### src/rtl/mpu_pkg.sv
// mpu_pkg: shared MPU state encoding and width defaults
package mpu_pkg;
  localparam int MPU_AW = 8;
  localparam int MPU_DW = 8;
  typedef enum logic [2:0] {IDLE, LOAD, RESTART, START, RUN, HALTED} state_t;
endpackage

### src/rtl/pulse_stretch.sv
// pulse_stretch: down-counter holding a phase for N cycles after a trigger
module pulse_stretch #(
  parameter int N = 2
) (
  input  logic clkin,
  input  logic rst_n,
  input  logic trig,
  output logic last
);
  localparam int W = $clog2(N + 1);
  logic [W-1:0] cnt;
  // load N on trigger, then count down to zero and rest there
  always_ff @(posedge clkin or negedge rst_n)
    if (!rst_n) cnt <= '0;
    else cnt <= trig ? W'(N) : cnt - W'(cnt != '0);
  assign last = cnt == W'(1);
endmodule

### src/rtl/prog_loader.sv
// prog_loader: loads a length-prefixed program into imem, then restarts, starts and monitors the CPU
module prog_loader
  import mpu_pkg::*;
#(
  parameter int AW = MPU_AW,
  parameter int DW = MPU_DW,
  parameter int BASE_ADDR = 0,
  parameter int RST_CYCLES = 2,
  parameter int START_CYCLES = 2,
  parameter int CNT_W = 16
) (
  input  logic             clkin,
  input  logic             rst_n,
  input  logic [DW-1:0]    in_data,
  input  logic             in_valid,
  output logic             in_ready,
  output logic             mem_we,
  output logic [AW-1:0]    mem_addr,
  output logic [DW-1:0]    mem_wdata,
  output logic             cpu_restart,
  output logic             cpu_start,
  input  logic             cpu_stop,
  output logic             busy,
  output logic             halted,
  output logic [CNT_W-1:0] run_cycles
);
  localparam logic [AW-1:0] BASE = AW'(BASE_ADDR);
  state_t state, nxt;
  logic [DW-1:0] count;
  logic [AW-1:0] addr;
  logic acc, rst_trig, st_trig, rst_last, st_last;
  assign in_ready = state inside {IDLE, LOAD, HALTED};
  assign busy = state inside {LOAD, RESTART, START, RUN};
  assign acc = in_valid && in_ready;
  assign rst_trig = nxt == RESTART && state != RESTART;
  assign st_trig = nxt == START && state != START;
  pulse_stretch #(.N(RST_CYCLES)) u_rst (.clkin(clkin), .rst_n(rst_n), .trig(rst_trig), .last(rst_last));
  pulse_stretch #(.N(START_CYCLES)) u_start (.clkin(clkin), .rst_n(rst_n), .trig(st_trig), .last(st_last));
  // next-state: a length byte of zero reruns the resident program without loading
  always_comb begin
    nxt = state;
    case (state)
      IDLE, HALTED: if (acc) nxt = (in_data == '0) ? RESTART : LOAD;
      LOAD:         if (acc && count == DW'(1)) nxt = RESTART;
      RESTART:      if (rst_last) nxt = START;
      START:        if (st_last) nxt = RUN;
      RUN:          if (cpu_stop) nxt = HALTED;
      default:      nxt = IDLE;
    endcase
  end
  // state, load bookkeeping and registered outputs; control levels follow the state being entered
  always_ff @(posedge clkin or negedge rst_n)
    if (!rst_n) begin
      state       <= IDLE;
      count       <= '0;
      addr        <= BASE;
      mem_we      <= 1'b0;
      mem_addr    <= BASE;
      mem_wdata   <= '0;
      cpu_restart <= 1'b1;
      cpu_start   <= 1'b0;
      halted      <= 1'b0;
      run_cycles  <= '0;
    end else begin
      state       <= nxt;
      mem_we      <= acc && state == LOAD;
      cpu_restart <= nxt inside {IDLE, LOAD, RESTART};
      cpu_start   <= nxt == START;
      halted      <= nxt == HALTED || (halted && !rst_trig);
      if (acc && state != LOAD) begin
        count <= in_data;
        addr  <= BASE;
      end
      if (acc && state == LOAD) begin
        mem_addr  <= addr;
        mem_wdata <= in_data;
        addr      <= addr + AW'(1);
        count     <= count - DW'(1);
      end
      if (rst_trig) run_cycles <= '0;
      else if (state == RUN && !(&run_cycles)) run_cycles <= run_cycles + CNT_W'(1);
    end
endmodule
### config.mk
export PLATFORM = sky130hd
export DESIGN_NAME = prog_loader
export DESIGN_NICKNAME = d
export VERILOG_FILES = /design/src/rtl/mpu_pkg.sv /design/src/rtl/pulse_stretch.sv /design/src/rtl/prog_loader.sv
export SDC_FILE = /design/constraint.sdc
export NUM_CORES = 1
export LEC_CHECK = 0
export BUFFER_PORTS_ARGS = -buffer_cell sky130_fd_sc_hd__buf_2
export CORE_MARGIN = 4
export CORE_UTILIZATION = 55
export CTS_BUF_LIST = sky130_fd_sc_hd__clkbuf_4 sky130_fd_sc_hd__clkbuf_8
export DETAILED_ROUTE_END_ITERATION = 10
export PLACE_DENSITY = 0.82
export SETUP_SLACK_MARGIN = 0.05
export SYNTH_ARGS = -nofsm -noshare
export SYNTH_HDL_FRONTEND = slang
export SYNTH_SLANG_ARGS = --single-unit
### constraint.sdc
create_clock -name clkin -period 2.4 [get_ports clkin]
set_input_delay 0.36 -clock clkin [delete_from_list [all_inputs] [get_ports clkin]]
set_output_delay 0.36 -clock clkin [all_outputs]
set_load 0.05 [all_outputs]
==> results.md <==
* Status: finished, final reports clean
* Combinational family with the most area after synthesis: simple AND/OR/NAND/NOR gates
* Worst EP required at 2.04 ns
* Post-Syn Area at 2999 um^2
* Post-synthesis sequential area ratio at 0.4927
* Crit Path Category: reg2out
* CTS Root Cell: clkbuf_8
* Fin. Hold Viols at 0
* Vias after detailed routing at 2509
* Layout area overhead at 17.02%
* HP Class: in2async
* Final setup fails at 0
* Asr flop ratio synth at 1.000
* Setup repair after global routing missed its margin: false
* Max Clk Rate at 469.6 MHz
* Die ar. at 6699 um^2
* Syn Area/Cell at 10.38 um^2
* CP Data Arrival Time at 1.77 ns
* Adder-cell area share of the yosys netlist at 0.01669
* Final min period at 2.129 ns
* Worst R2R Start: state[0]$_DFF_PN0_
* Remaining DRCs at 0
* # diodes at 0
* Crit-path max cell delay at 0.58 ns
* Sequential Power Share at 0.410
* Top_reg_cell synth: dfrtp_1
* Final setup TNS at 0 ns
* CP Cell Sequence: nor2b_1 > nor2_1 > buf_2
* Cell area after layout at 3510 um^2
* Internal at 2072 uW
* Post-DP HPWL at 4649 um
* #FFs+latches synth at 59
* GR met1 Demand/Resource at 0.3044
* TritonCTS sink count at 59
* Final Worst Setup Slack at 0.2707 ns
* Startpoint Class: register
* Combinational share of power at 0.365
* Largest net degree at the start of global routing at 36
* DP Area at 3331 um^2
* Max_slew headroom at 0.6132
* Setup slack at placement at 0.4674 ns
* GP Congestion at 0.8644
* Slew Limit Fails at 0
* Chip width at 81.85 um
* Met3 usage at 0.04934
* Initial core utilization at 0.5762
* CTS max path bufs at 2
* DR WL/cell at 16.26 um
* Final Cycle Share at 0.8872
* H-tree depth at 3
* CTS clock-pin slew for the worst setup and hold paths at 0.07 ns
* Yosys cell types at 51
* Port buffer count at 49
* TritonCTS clock tree: built
* Synth Instances at 289
* Core Rows at 26
* Worst vdd ir at 0.7274 mV
* Simple-gate area share of the yosys netlist at 0.2169
* NetSw at 1523 uW
* Worst path top cell family by delay: simple AND/OR/NAND/NOR gates
* Number of global-route vias before repair at 2407
* Grt ovf at 0
* Complex-gate fraction of the synthesized area at 0.1343
* R2R depth at 4
* Post-CTS Resized at 0
* Sw frac at 0.4236
* Max-Cap Viols at 0
* Multiplexer area fraction after synthesis at 0.09345
* Setup bufs post-CTS at 0
* Critical path origin: state[2]$_DFF_PN0_
* Crit path capture type: output port
* Clk_skew at 0.01389 ns
* DR vias/cell at 6.060
* LEAKAGE at 0.001557 uW
* Starting DRT DRC Count at 216
* First-pass GRT wire length at 11200 um
* Share of layout cells above drive strength 1 at 0.2791
* Final nets at 355
* CP bufs+invs at 1
* Worst R2R Setup Slack at 0.45 ns
* Core Region at 5205 um^2
* DRT antenna net count at 0
* GR peak layer: met2
* Max FO, Critical Path at 13
* Die height at 81.85 um
* Syn_nets at 305
* Syn. warnings at 0
* Overall routing resource usage at 0.2181
* GR Util met2 at 0.3231
* Post-synth EDFFs at 0
* Synth Area in XOR/XNOR at 0.01460
* Clock Latency Late Sink at 0.34 ns
* # fillers at 404
* TritonCTS Buffers at 9
* I/O pin count at 50
* Pwr/cell area at 1024 nW/um^2
* Clock power frac at 0.225
* Worst-margin pin slew at 0.5802 ns
* Worst r2r dst: halted$_DFF_PN0_
* Initial antenna violation count at 0
* CP max stage cell: dfrtp_1
* # hold bufs at CTS at 0
* Drt pass-1 iters at 4
* Drt total wl at 6733 um
state kept, by name, summed over array words and instances, names as in the netlist:
register / count
addr: 8
count: 8
cpu_restart: 1
cpu_start: 1
halted: 1
mem_addr: 8
mem_wdata: 8
mem_we: 1
run_cycles: 16
state: 3
u_rst.cnt: 2
u_start.cnt: 2
stage by stage:
step                      total power [uW]    util  hold slack [ns]  instances
after global placement                2744  0.6399           0.3906        398
after CTS                             3606  0.6743          0.03911        414
after global routing                  3785  0.6743          0.06343        414
final                                 3595  0.6743          0.01704        414
after floorplan                       2451       -          0.06441        289
after detailed placement              2797  0.6399           0.3980        398
worst register-to-register path, delay by kind of cell (launching register included):
family           cells  cell delay, ns
AND/OR/NAND/NOR      1            0.61
flip-flops           1            0.62
AO/OA/AOI/OAI        3            0.63
power groups by stage:
stage | registers (uW) | logic, uW | clock network, uW
floorplan | 1850 | 601 | 0
global placement | 1470 | 1280 | 0
detailed placement | 1480 | 1310 | 0
CTS | 1470 | 1320 | 818
global route | 1520 | 1410 | 861
finish | 1470 | 1310 | 810
synth_stat cells (2+ instances only):
cell type  number  area share
dfrtp_1        58        0.48
nand2_1        17       0.021
o21ai_0        17       0.028
mux2_2         16       0.060
nand3_1        15       0.025
nor2_1         15       0.019
a21oi_1        14       0.023
clkbuf_1       11       0.014
mux2i_1        10       0.033
nand4_1         8       0.017
nor4_1          8       0.017
a211oi_1        7       0.018
inv_1           6      0.0075
nand3b_1        6       0.015
nor2b_1         6       0.013
nor3_1          6       0.010
xnor2_1         5       0.015
and3_1          4      0.0083
ha_1            4       0.017
o31ai_1         4       0.010
a31oi_1         3      0.0063
and4_1          3      0.0088
buf_2           3      0.0050
nor3b_1         3      0.0075
o211ai_1        3      0.0075
or3_1           3      0.0063
or3b_2          3      0.0088
a21o_1          2      0.0050
a22o_1          2      0.0058
a22oi_1         2      0.0050
and2_1          2      0.0042
nand2b_1        2      0.0042
nand4_2         2      0.0083
or4_1           2      0.0050
cells in the final DEF (no fill, tap or decap), drive strengths merged, types with 2 or more instances in the layout:
cell type	netlist	final
mux2i	10	10
or3b	3	3
a22o	2	2
a21oi	14	14
clkinv	0	4
a31oi	3	3
and2	2	2
or3	3	3
or4	2	2
nand2	17	17
xnor2	5	5
o21ai	17	17
o211ai	3	3
ha	4	4
nand3b	6	6
nor3b	4	4
mux2	16	16
clkbuf	11	11
buf	5	55
a21o	2	2
a211oi	7	7
nand3	15	15
nand2b	2	2
nor2	15	15
and4	3	3
nand4	10	10
a22oi	2	2
and3	4	4
nor3	6	6
nor2b	6	6
inv	6	6
o31ai	4	4
dfrtp	58	58
nor4	8	8
worst max-delay path by stage:
stage                                   to  slack (ns)  depth (start not counted)
after floorplan                       busy        0.45                          3
after global placement    halted$_DFF_PN0_        0.61                          4
after detailed placement  halted$_DFF_PN0_        0.47                          4
after CTS                         in_ready        0.27                          3
after global routing              in_ready        0.07                          3
final                             in_ready        0.27                          3
routing by layer:
| metal | share of wire | wire length (um) | up-vias |
|---|---|---|---|
| met1 | 0.45 | 3012 | 1219 |
| met2 | 0.47 | 3149 | 93 |
| met3 | 0.067 | 449 | 14 |
| li1 | - | - | 1183 |
| met4 | 0.018 | 121 | 0 |
| met5 | 0 | 0 | - |
layout make-up:
class	instances	area [um^2]	area share
Clock inverter	5	27.53	0.007843
Clock buffer	11	151.4	0.04314
Timing Repair Buffer	55	315.3	0.08984
Multi-Input combinational cell	208	1428	0.4068
Inverter	6	22.52	0.006417
Sequential cell	59	1478	0.4210
Tap cell	70	87.58	0.02496
cell families (layout without fill, tap and decap cells):
| group | after synthesis | count (layout) |
|---|---|---|
| AO/OA/AOI/OAI | 63 | 63 |
| multiplexers | 26 | 26 |
| adder cells (fa/ha/maj) | 4 | 4 |
| XOR/XNOR | 5 | 5 |
| flip-flops | 59 | 59 |
| buffers and inverters | 22 | 77 |
| AND/OR/NAND/NOR | 110 | 110 |
Note: power is estimated with default switching activity, not from simulation.
